--- src/rtl/fifo_serializer.sv ---
// Drain stage for a show-ahead FIFO: pops one IN_WIDTH entry and emits it as
// RATIO narrower valid/ready beats, LSB slice first, with the final beat tagged.
module fifo_serializer #(
  parameter int IN_WIDTH  = 64,
  parameter int OUT_WIDTH = 16
) (
  input  logic                 clk,
  input  logic                 reset,
  input  logic                 flush_en,
  input  logic                 fifo_empty,
  input  logic [IN_WIDTH-1:0]  fifo_value,
  output logic                 fifo_dequeue_en,
  output logic                 out_valid,
  input  logic                 out_ready,
  output logic [OUT_WIDTH-1:0] out_data,
  output logic                 out_last,
  output logic                 busy
);

  localparam int RATIO = IN_WIDTH / OUT_WIDTH;
  localparam int BW    = $clog2(RATIO);

  typedef enum logic {
    ST_IDLE,
    ST_HOLD
  } state_e;

  state_e              state_q;
  logic [IN_WIDTH-1:0] sreg_q;
  logic [IN_WIDTH-1:0] sreg_d;
  logic [BW-1:0]       beat_q;
  logic [BW-1:0]       beat_d;
  logic                holding;
  logic                last_beat;
  logic                transfer;
  logic                can_load;

  assign holding   = (state_q == ST_HOLD);
  assign last_beat = holding && (beat_q == BW'(RATIO - 1));
  assign transfer  = holding && out_ready;

  // Reloading on the accepted last beat is what gives zero-bubble entry turnover.
  assign can_load        = !holding || (transfer && last_beat);
  assign fifo_dequeue_en = can_load && !fifo_empty && !flush_en && !reset;

  assign out_valid = holding;
  assign busy      = holding;
  assign out_data  = sreg_q[OUT_WIDTH-1:0];
  assign out_last  = last_beat;

  always_comb begin
    sreg_d = sreg_q >> OUT_WIDTH;
    beat_d = beat_q + BW'(1);
  end

  always_ff @(posedge clk or posedge reset) begin
    if (reset) begin
      state_q <= ST_IDLE;
      sreg_q  <= '0;
      beat_q  <= '0;
    end else if (flush_en) begin
      state_q <= ST_IDLE;
      beat_q  <= '0;
    end else if (fifo_dequeue_en) begin
      state_q <= ST_HOLD;
      sreg_q  <= fifo_value;
      beat_q  <= '0;
    end else if (transfer) begin
      if (last_beat) begin
        state_q <= ST_IDLE;
        beat_q  <= '0;
      end else begin
        sreg_q <= sreg_d;
        beat_q <= beat_d;
      end
    end
  end

  a_no_deq_when_empty: assert property (@(posedge clk) disable iff (reset)
    !(fifo_dequeue_en && fifo_empty));

endmodule

--- config.mk ---
export PLATFORM = sky130hd
export DESIGN_NAME = fifo_serializer
export DESIGN_NICKNAME = d
export VERILOG_FILES = /design/src/rtl/fifo_serializer.sv
export SDC_FILE = /design/constraint.sdc
export NUM_CORES = 1
export LEC_CHECK = 0
export ABC_CLOCK_PERIOD_IN_PS = 3000
export CORE_MARGIN = 5
export CORE_UTILIZATION = 45
export CTS_CLUSTER_DIAMETER = 120
export CTS_CLUSTER_SIZE = 20
export DETAILED_ROUTE_END_ITERATION = 12
export GPL_TIMING_DRIVEN = 0
export PLACE_DENSITY = 0.77
export RECOVER_POWER = 100
export SLEW_MARGIN = 40
export SYNTH_ARGS = -nofsm -noshare
export SYNTH_HDL_FRONTEND = slang
export SYNTH_SLANG_ARGS = --single-unit
export TNS_END_PERCENT = 10
--- constraint.sdc ---
create_clock -name clk -period 3 [get_ports clk]
set_input_delay 0.6 -clock clk [delete_from_list [all_inputs] [get_ports clk]]
set_output_delay 0.6 -clock clk [all_outputs]
set_load 0.1 [all_outputs]
==> results of run 1 <==
-- worst max-delay path, delay by kind of cell --
family                 cells  cell delay, ns
buffers and inverters      5            0.98
and+or+nand+nor            2            0.61
-- layer usage --
metal / vias to the layer above / GRT usage [%] / routed length (µm)
met4: 0 / 7.220 / 148
met5: - / 0 / 0
met3: 13 / 4.647 / 464
met2: 95 / 30.75 / 4010
li1: 1314 / - / -
met1: 1288 / 24.12 / 3474
-- per-stage QoR --
step	utilization (%)	cell area, µm²
after floorplan	-	3168
after global placement	61.03	4169
after detailed placement	59.89	4091
after CTS	62.47	4268
after global routing	61.21	4182
final	61.21	4182
-- worst max path at each step --
| stage | slack (ns) | cells past startpoint | to |
|---|---|---|---|
| after global placement | -0.85 | 8 | fifo_dequeue_en |
| after CTS | 0.003 | 8 | fifo_dequeue_en |
| final | 0.19 | 7 | fifo_dequeue_en |
| after global routing | 0.1 | 7 | fifo_dequeue_en |
| after floorplan | 0.37 | 6 | fifo_dequeue_en |
| after detailed placement | -0.22 | 8 | fifo_dequeue_en |
-- layout make-up --
| type | instances | share of cell area (%) |
|---|---|---|
| Clock buffer | 11 | 3.621 |
| Clock inverter | 3 | 0.3591 |
| Buffer | 41 | 6.523 |
| Sequential cell | 67 | 40.10 |
| Inverter | 3 | 0.4189 |
| Timing Repair Buffer | 89 | 18.58 |
| Tap cell | 96 | 2.873 |
| Multi-Input combinational cell | 224 | 27.53 |
-- power by group through the flow --
stage	Clock, W	Sequential, W	Combinational [W]
global route	0.000701	0.00127	0.00126
global placement	0	0.00125	0.00126
finish	0.000651	0.00125	0.00118
detailed placement	0	0.00126	0.00122
CTS	0.000659	0.00125	0.00122
floorplan	0	0.00123	0.000977
-- cells in the final DEF (no fill, tap or decap), types with 3 or more instances in the layout --
master | synthesis | layout
a21oi_1 | 72 | 82
clkdlybuf4s50_1 | 0 | 68
dfrtp_1 | 67 | 67
nand2_1 | 49 | 49
nor2_1 | 49 | 49
clkbuf_1 | 8 | 30
buf_4 | 19 | 18
a22o_1 | 16 | 16
a21oi_2 | 25 | 15
clkbuf_8 | 0 | 11
buf_2 | 12 | 9
buf_12 | 2 | 3
nor3_1 | 3 | 3
clkinv_2 | 0 | 3
-- cell families (layout without fill, tap and decap cells) --
kind of cell,count (synthesis),count (layout)
AOI/OAI and AO/OA,116,116
and+or+nand+nor,106,106
DFF,67,67
buffers and inverters,45,147
adders and majority gates,1,1
muxes,1,1
-- state kept, by name, indices dropped and copies added (netlist names) --
register  cells
busy          1
sreg_q       64
beat_q        2
==> results.sh, run 1 <==
export IMPL_outcome="finished, violations left"
export IMPL_failed_checks="capacitance limit, slew limit"
export IMPL_worstSkewPairLatency_ns=0.34
export IMPL_ant_nets=0
export IMPL_ys_top_cells_by_count="72 x a21oi_1, 67 x dfrtp_1, 49 x nand2_1, 49 x nor2_1, 25 x a21oi_2"
export IMPL_p_per_area_nw_per_um2=737.9
export IMPL_cts_sinks=67
export IMPL_layoutNonFillerInstCount=534
export IMPL_crit_type="in2out"
export IMPL_post_cts_setup_buffers=0
export IMPL_grt_max_degree=37
export IMPL_hold_start="sreg_q[63]$_DFFE_PP0P_"
export IMPL_end_kind="output port"
export IMPL_final_seq_area_um2=1677
export IMPL_coreArea_um2=6832
export IMPL_crit_start="reset"
export IMPL_drt_first_pass_iters=5
export IMPL_syn_area_um2=3168
export IMPL_nNetsFinal=505
export IMPL_holdCritPathClass="reg2reg"
export IMPL_vias=2710
export IMPL_p_leak_nw=1.887
export IMPL_drv_cap=1
export IMPL_cts_max_level=3
export IMPL_synth_xor_area_share_pct=0
export IMPL_rows=30
export IMPL_holdWs_ns=0.5013
export IMPL_cts_tree="built"
export IMPL_synth_top_family_by_area="compound AO/OA/AOI/OAI gates"
export IMPL_synth_top_cell_area_share_pct=52.92
export IMPL_async_flop_share_pct=100.0
export IMPL_ys_seq_elements=67
export IMPL_drc=0
export IMPL_period_minus_slack_ns=2.807
export IMPL_max_stage_delay_ns=0.43
export IMPL_reg2reg_to="sreg_q[0]$_DFFE_PP0P_"
export IMPL_area_growth_pct=31.99
export IMPL_path_cells="clkdlybuf4s50_1 > or2_0 > or3_1 > buf_2 > clkinv_4 > buf_12 > buf_12"
export IMPL_gr_total_overflow=0
export IMPL_synthCells=336
export IMPL_cts_made_buffers=9
export IMPL_crit_slowest_cell="clkdlybuf4s50_1"
export IMPL_post_place_ws_ns=-0.2183
export IMPL_die_area_um2=8818
export IMPL_crit_fanout=19
export IMPL_die_h_um=93.91
export IMPL_place_congestion=0.8332
export IMPL_post_cts_resized=3
export IMPL_crit_required_ns=2.40
export IMPL_synth_distinct_cells=24
export IMPL_dp_hpwl_mm=6.082
export IMPL_grt_pass1_wl_mm=12.97
export IMPL_startpoint_type="input port"
export IMPL_track_usage_pct=18.85
export IMPL_synth_top_area_cell="dfrtp_1"
export IMPL_ff2ff_setup_slack_ns=0.83
export IMPL_diodes=0
export IMPL_reg2reg_from="beat_q[0]$_DFFE_PP0P_"
export IMPL_pwr_share_clk_pct=21.1
export IMPL_seqPwrFrac_pct=40.5
export IMPL_synth_main_ff_cell="dfrtp_1"
export IMPL_root_buffer="clkbuf_8"
export IMPL_synthAdderAreaFrac_pct=0.3949
export IMPL_synth_fp_nets=406
export IMPL_routed_wl_mm=8.098
export IMPL_synth_warnings=0
export IMPL_worst_slew_pin_slew_ns=1.565
export IMPL_die_x_um=93.91
export IMPL_wl_per_cell_um=15.16
export IMPL_via_per_inst=5.075
export IMPL_timing_setup_tns_ns=0
export IMPL_ys_seq_area_share_pct=52.92
export IMPL_clk_pin_slew_ns=0.06
export IMPL_yosysMostFrequentCell="a21oi_1"
export IMPL_drive_above_1_share_pct=14.61
export IMPL_ios=89
export IMPL_finalSetupViolCount=0
export IMPL_syn_avg_cell_area_um2=9.429
export IMPL_hold_buffers=0
export IMPL_antenna_found_initial=0
export IMPL_rsz0062_at_grt="false"
export IMPL_synthTopCellsByArea="dfrtp_1 53%, a21oi_1 11%, a21oi_2 6.9%, nand2_1 5.8%, nor2_1 5.8%"
export IMPL_nFillCells=622
export IMPL_multiInputGateArea_um2=1151
export IMPL_vdd_ir_drop_max_mv=0.3222
export IMPL_fmaxAchievable_ghz=0.3563
export IMPL_synthMuxAreaShare_pct=0.3160
export IMPL_place_inst=521
export IMPL_synth_compound_area_share_pct=23.74
export IMPL_grt_pass1_vias=2811
export IMPL_slew_viol_final=37
export IMPL_io_buffers=88
export IMPL_switching_power_w=0.001276
export IMPL_min_delay_path_depth=1
export IMPL_drtIter0Drc=140
export IMPL_arrival_ns=2.21
export IMPL_setup_slack_ns=0.1935
export IMPL_synth_edf_count=0
export IMPL_clk_path_buf_depth=2
export IMPL_start_util_pct=46.37
export IMPL_post_route_period_util_pct=93.55
export IMPL_slew_headroom_pct=-4.920
export IMPL_rr_worst_depth=7
export IMPL_hold_violations=0
export IMPL_p_total_w=0.003085
export IMPL_skew_ns=0.007555
export IMPL_hold_path_end="sreg_q[63]$_DFFE_PP0P_"
export IMPL_synthSimpleGateAreaFrac_pct=13.15
export IMPL_p_comb_share_pct=38.4
export IMPL_timing_critical_path_mode_cell="buf_12"
export IMPL_switching_share_pct=41.37
export IMPL_internal_power_w=0.001809
No activity file was read; power rests on OpenSTA's default activity.
==> run 2: changes to the inputs <==
- ABC_CLOCK_PERIOD_IN_PS: 3000 -> not set
- CORE_MARGIN: 5 -> 8
- CORE_UTILIZATION: 45 -> 42
- PLACE_DENSITY: 0.77 -> 0.73
==> run 2 against run 1 <==
- the flow still finishes with violations (capacitance limit, slew limit)
- non-clock buffer count unchanged
- maximum frequency down 0.75%
- critical path type unchanged
- sequential share of layout area down 0.21 points
- highest routed layer unchanged
- sequential power about the same
- die area grew 20%
==> results.sh, run 2 (same netlist as run 1, synthesis figures left out) <==
export IMPL_outcome="finished, violations left"
export IMPL_failed_checks="capacitance limit, slew limit"
export IMPL_period_minus_slack_ns=2.828
export IMPL_drv_cap=1
export IMPL_switching_share_pct=40.98
export IMPL_wl_met1_mm=3.705
export IMPL_antenna_found_initial=0
export IMPL_reg2reg_from="beat_q[0]$_DFFE_PP0P_"
export IMPL_layoutNonFillerInstCount=537
export IMPL_slew_headroom_pct=-6.350
export IMPL_p_leak_nw=1.881
export IMPL_start_util_pct=43.45
export IMPL_p_per_area_nw_per_um2=729.1
export IMPL_finalSetupViolCount=0
export IMPL_grt_max_degree=37
export IMPL_p_comb_share_pct=38.5
export IMPL_layout_common_cells="76 x a21oi_1, 68 x clkdlybuf4s50_1, 67 x dfrtp_1"
export IMPL_drt_first_pass_iters=4
export IMPL_post_cts_setup_buffers=0
export IMPL_layout_commonest_cell="a21oi_1"
export IMPL_grt_pass1_vias=2688
export IMPL_rsz0062_at_grt="false"
export IMPL_ios=89
export IMPL_fmaxAchievable_ghz=0.3537
export IMPL_cts_tree="built"
export IMPL_gr_total_overflow=0
export IMPL_nNetsFinal=505
export IMPL_min_delay_path_depth=1
export IMPL_cts_sinks=67
export IMPL_grt_pass1_wl_mm=12.72
export IMPL_path_cells="clkdlybuf4s50_1 > or2_0 > or3_1 > clkbuf_1 > clkinv_4 > buf_12 > buf_12"
export IMPL_root_buffer="clkbuf_8"
export IMPL_switching_power_w=0.001256
export IMPL_vdd_ir_drop_max_mv=0.2331
export IMPL_coreArea_um2=7292
export IMPL_io_buffers=88
export IMPL_skew_ns=0.006095
export IMPL_reg2reg_to="sreg_q[12]$_DFFE_PP0P_"
export IMPL_internal_power_w=0.001809
export IMPL_crit_required_ns=2.40
export IMPL_wl_met3_um=502
export IMPL_post_route_period_util_pct=94.25
export IMPL_post_place_ws_ns=-0.2020
export IMPL_crit_fanout=19
export IMPL_cts_made_buffers=9
export IMPL_hold_violations=0
export IMPL_largest_reg_flops=64
export IMPL_holdWs_ns=0.5054
export IMPL_max_stage_delay_ns=0.42
export IMPL_place_congestion=0.7841
export IMPL_area_growth_pct=32.70
export IMPL_die_h_um=102.9
export IMPL_routed_wl_mm=8.070
export IMPL_drive_above_1_share_pct=15.30
export IMPL_diodes=0
export IMPL_drc=0
export IMPL_end_kind="output port"
export IMPL_dp_hpwl_mm=6.185
export IMPL_crit_type="in2out"
export IMPL_setup_slack_ns=0.1724
export IMPL_rows=31
export IMPL_clk_pin_slew_ns=0.06
export IMPL_wl_per_cell_um=15.03
export IMPL_slew_viol_final=37
export IMPL_seqPwrFrac_pct=40.5
export IMPL_startpoint_type="input port"
export IMPL_pwr_share_clk_pct=20.9
export IMPL_cts_max_level=3
export IMPL_worst_slew_pin_slew_ns=1.587
export IMPL_via_per_inst=4.868
export IMPL_hold_start="sreg_q[59]$_DFFE_PP0P_"
export IMPL_vias=2614
export IMPL_place_inst=524
export IMPL_ff2ff_setup_slack_ns=0.68
export IMPL_p_total_w=0.003065
export IMPL_track_usage_pct=15.66
export IMPL_rr_worst_depth=8
export IMPL_top_register="sreg_q"
export IMPL_die_x_um=102.9
export IMPL_holdCritPathClass="reg2reg"
export IMPL_clk_path_buf_depth=2
export IMPL_dr_wl_met2_mm=3.736
export IMPL_hold_path_end="sreg_q[59]$_DFFE_PP0P_"
export IMPL_crit_slowest_cell="clkdlybuf4s50_1"
export IMPL_timing_critical_path_mode_cell="buf_12"
export IMPL_worstSkewPairLatency_ns=0.33
export IMPL_drtIter0Drc=127
export IMPL_ant_nets=0
export IMPL_arrival_ns=2.23
export IMPL_highest_layer="met4"
export IMPL_die_area_um2=10580
[run 2: cell count changes in the layout (fill, tap and decap cells not counted), sizes merged]
cell	previous run	this run
clkbuf	42	45
buf	31	28
[run 2: power by group through the flow]
stage                     Sequential (W)  Clock [W]  Combinational (W)
final                            0.00124   0.000641            0.00118
after detailed placement         0.00126          0            0.00122
after global routing             0.00127   0.000691            0.00127
after global placement           0.00125          0            0.00126
after floorplan                  0.00123          0           0.000977
after CTS                        0.00124   0.000653            0.00122
[run 2: timing repair]
item	in CTS	in global routing
endpoints found under the setup margin	1	1
pin swaps	0	0
gates resized for setup	3	1
cloned	0	0
endpoints found under the hold margin	0	0
hold buffers	0	0
[run 2: layout make-up]
type	instances	area, µm²
Fill cell	708	3088
Buffer	41	269.0
Multi-Input combinational cell	224	1174
Tap cell	99	123.9
Sequential cell	67	1677
Clock inverter	3	15.01
Timing Repair Buffer	89	777.0
Inverter	3	17.52
Clock buffer	11	151.4
[run 2: critical path: cells and delay by family]
family                 cells  cell delay, ns
and+or+nand+nor            2            0.61
buffers and inverters      5            0.99
[run 2: stage by stage]
step | setup TNS [ns] | util (%) | cell area [µm²]
final | 0 | 57.65 | 4204
after detailed placement | -0.2020 | 56.16 | 4095
after global placement | -29.38 | 57.22 | 4173
after floorplan | 0 | - | 3168
after CTS | 0 | 58.58 | 4272
after global routing | 0 | 57.65 | 4204
[run 2: worst max-delay path by stage]
stage                            to              from  cells past startpoint
floorplan           fifo_dequeue_en  busy$_DFFE_PP0P_                      6
global placement    fifo_dequeue_en             reset                      8
detailed placement  fifo_dequeue_en             reset                      8
CTS                 fifo_dequeue_en             reset                      8
global route        fifo_dequeue_en             reset                      7
finish              fifo_dequeue_en             reset                      7
[run 2: metal layers]
| metal | vias up | track usage (%) |
|---|---|---|
| li1 | 1322 | - |
| met1 | 1212 | 19.73 |
| met2 | 69 | 25.12 |
| met3 | 11 | 3.241 |
| met4 | 0 | 7.564 |
| met5 | - | 0 |
==> run 3: changes to the inputs <==
- ABC_AREA: not set -> 1
- CORE_UTILIZATION: 42 -> 45
- PLACE_DENSITY: 0.73 -> 0.75
==> run 3 against run 2 <==
- the flow now finishes without violations
- die area grew 6.9%
- cell count up 34%
- critical path depth stayed put
- sequential share of layout area shrank 4.9 points
- maximum frequency decreased by 1.2%
- synthesized cell count rose by 51%
- first-iteration DRC count is 50% higher
- clock power rose by 42%
==> results.sh, run 3 <==
export IMPL_end_kind="output port"
export IMPL_synth_top_cell_area_share_pct=45.64
export IMPL_top_register="sreg_q"
export IMPL_die_area_um2=11310
export IMPL_ys_top_cells_by_count="167 x nand2_1, 98 x inv_1, 67 x dfrtp_1"
export IMPL_outcome="finished clean"
export IMPL_io_buffers=88
export IMPL_synthMuxAreaShare_pct=0
export IMPL_skew_ns=0.01056
export IMPL_drt_first_pass_iters=4
export IMPL_wl_per_cell_um=13.13
export IMPL_die_h_um=106.4
export IMPL_nNetsFinal=677
export IMPL_fmaxAchievable_ghz=0.3494
export IMPL_drtIter0Drc=190
export IMPL_syn_area_um2=3674
export IMPL_diodes=0
export IMPL_slew_viol_final=0
export IMPL_root_buffer="clkbuf_8"
export IMPL_track_usage_pct=17.19
export IMPL_nFillCells=774
export IMPL_holdWs_ns=0.4818
export IMPL_crit_fanout=10
export IMPL_largest_reg_flops=64
export IMPL_dp_hpwl_mm=7.036
export IMPL_layout_common_cells="167 x nand2_1, 99 x inv_1, 68 x clkdlybuf4s50_1"
export IMPL_vias=3478
export IMPL_cts_sinks=67
export IMPL_synthSimpleGateAreaFrac_pct=33.07
export IMPL_crit_type="in2out"
export IMPL_syn_avg_cell_area_um2=7.231
export IMPL_holdCritPathClass="reg2reg"
export IMPL_ys_seq_area_share_pct=45.64
export IMPL_ys_seq_elements=67
export IMPL_slew_headroom_pct=21.72
export IMPL_post_cts_setup_buffers=0
export IMPL_post_place_ws_ns=0.1132
export IMPL_ios=89
export IMPL_crit_required_ns=2.40
export IMPL_start_util_pct=45.63
export IMPL_ant_nets=0
export IMPL_grt_pass1_vias=3521
export IMPL_final_util_pct=59.47
export IMPL_die_x_um=106.4
export IMPL_startpoint_type="input port"
export IMPL_p_per_area_nw_per_um2=753.1
export IMPL_worstSkewPairLatency_ns=0.35
export IMPL_arrival_ns=2.26
export IMPL_synth_distinct_cells=19
export IMPL_layoutNonFillerInstCount=717
export IMPL_via_per_inst=4.851
export IMPL_grt_max_degree=77
export IMPL_setup_slack_ns=0.1376
export IMPL_rsz0062_at_grt="false"
export IMPL_drive_above_1_share_pct=8.007
export IMPL_drc=0
export IMPL_drv_cap=0
export IMPL_cts_tree="built"
export IMPL_place_congestion=0.8571
export IMPL_synthCells=508
export IMPL_place_inst=701
export IMPL_hold_buffers=0
export IMPL_synth_warnings=0
export IMPL_hold_violations=0
export IMPL_p_leak_nw=2.611
export IMPL_synth_top_area_cell="dfrtp_1"
export IMPL_yosysMostFrequentCell="nand2_1"
export IMPL_timing_setup_tns_ns=0
export IMPL_coreArea_um2=8051
export IMPL_vdd_ir_drop_max_mv=0.2859
export IMPL_synthTopCellsByArea="dfrtp_1 46%, nand2_1 17%, inv_1 10%, nand4_1 8.2%, nand3_1 6.7%"
export IMPL_antenna_found_initial=0
export IMPL_clk_path_buf_depth=2
export IMPL_synth_top_family_by_area="simple AND/OR/NAND/NOR gates"
export IMPL_cts_max_level=3
export IMPL_grt_pass1_wl_mm=15.86
export IMPL_clk_pin_slew_ns=0.07
export IMPL_area_growth_pct=30.35
export IMPL_synth_edf_count=0
export IMPL_synth_xor_area_share_pct=0
export IMPL_routed_wl_mm=9.416
export IMPL_rows=33
export IMPL_period_minus_slack_ns=2.862
export IMPL_synthAdderAreaFrac_pct=0.3406
export IMPL_synth_compound_area_share_pct=2.589
export IMPL_post_cts_resized=0
export IMPL_gr_total_overflow=0
export IMPL_layout_commonest_cell="nand2_1"
export IMPL_cts_made_buffers=9
export IMPL_synth_main_ff_cell="dfrtp_1"
export IMPL_async_flop_share_pct=100.0
export IMPL_finalSetupViolCount=0
export IMPL_worst_slew_pin_slew_ns=1.179
export IMPL_synth_fp_nets=578
export IMPL_post_route_period_util_pct=95.41
[run 3: cell types whose count changed in the layout (fill, tap and decap cells not counted), moves of 3 or more]
cell       previous run  this run
nand2_1              49       167
inv_1                 1        99
a21oi_1              76         2
nand3_1               0        49
nand4_1               0        48
nor2_1               49         2
a21oi_2              21         0
a22o_1               16         0
o21ai_0               0        15
clkbuf_1             33        42
buf_2                 6        10
buf_12                3         0
bufinv_16             0         3
clkinv_2              3         0
[run 3: cell families after synthesis]
| logic type | count (synthesis) |
|---|---|
| AO/OA/AOI/OAI | 19 |
| adder cells (fa/ha/maj) | 1 |
| buffers and inverters | 151 |
| flip-flops | 67 |
| AND/OR/NAND/NOR | 270 |
[run 3: metal layers]
metal,up-vias,track usage (%),share of wire (%)
li1,1755,-,-
met5,-,0,0
met4,0,7.136,1.5
met1,1589,21.39,45
met2,119,27.39,47
met3,15,4.961,7.0
[run 3: stage by stage]
| stage | instance area (µm²) | total power, W |
|---|---|---|
| 2_1_floorplan | 3675 | 0.002442 |
| 3_3_place_gp | 4687 | 0.002794 |
| 3_5_place_dp | 4596 | 0.002748 |
| 4_1_cts | 4837 | 0.003662 |
| 5_1_grt | 4788 | 0.003806 |
| 6_report | 4788 | 0.003606 |
[run 3: where the power goes]
part / internal [W] / switching, W / total (W)
clock: 0.000553 / 0.000355 / 0.000908
sequential: 0.00116 / 0.000127 / 0.00129
combinational: 0.000397 / 0.00101 / 0.00141
total: 0.00211 / 0.00149 / 0.00361
[run 3: final cells by class]
class                           instances  area (µm²)  share of cell area (%)
Sequential cell                        67        1677                   35.01
Multi-Input combinational cell        290        1323                   27.62
Timing Repair Buffer                   88       757.0                   15.81
Inverter                              101       379.1                   7.917
Buffer                                 50       280.3                   5.853
Tap cell                              105       131.4                   2.744
Clock buffer                           10       127.6                   2.665
Clock inverter                          6       113.9                   2.378
[run 3: worst paths after layout]
| check | start | endpoint | slack (ns) | cells past startpoint |
|---|---|---|---|---|
| max | out_ready | fifo_dequeue_en | 0.14 | 7 |
| min | sreg_q[36]$_DFFE_PP0P_ | sreg_q[36]$_DFFE_PP0P_ | 0.48 | 2 |
| max reg2reg | beat_q[0]$_DFFE_PP0P_ | sreg_q[7]$_DFFE_PP0P_ | 0.87 | 9 |
| max in group asynchronous | reset | sreg_q[26]$_DFFE_PP0P_ | 1.66 | 3 |
| min reg2reg | sreg_q[36]$_DFFE_PP0P_ | sreg_q[36]$_DFFE_PP0P_ | 0.48 | 2 |
| min in group asynchronous | reset | sreg_q[43]$_DFFE_PP0P_ | 0.95 | 3 |
[run 3: critical path: stages]
cell	delay (ns)
clkdlybuf4s50_1	0.50
nand2_1	0.07
nand2_2	0.14
nand3_4	0.14
inv_2	0.14
buf_2	0.22
buf_2	0.45
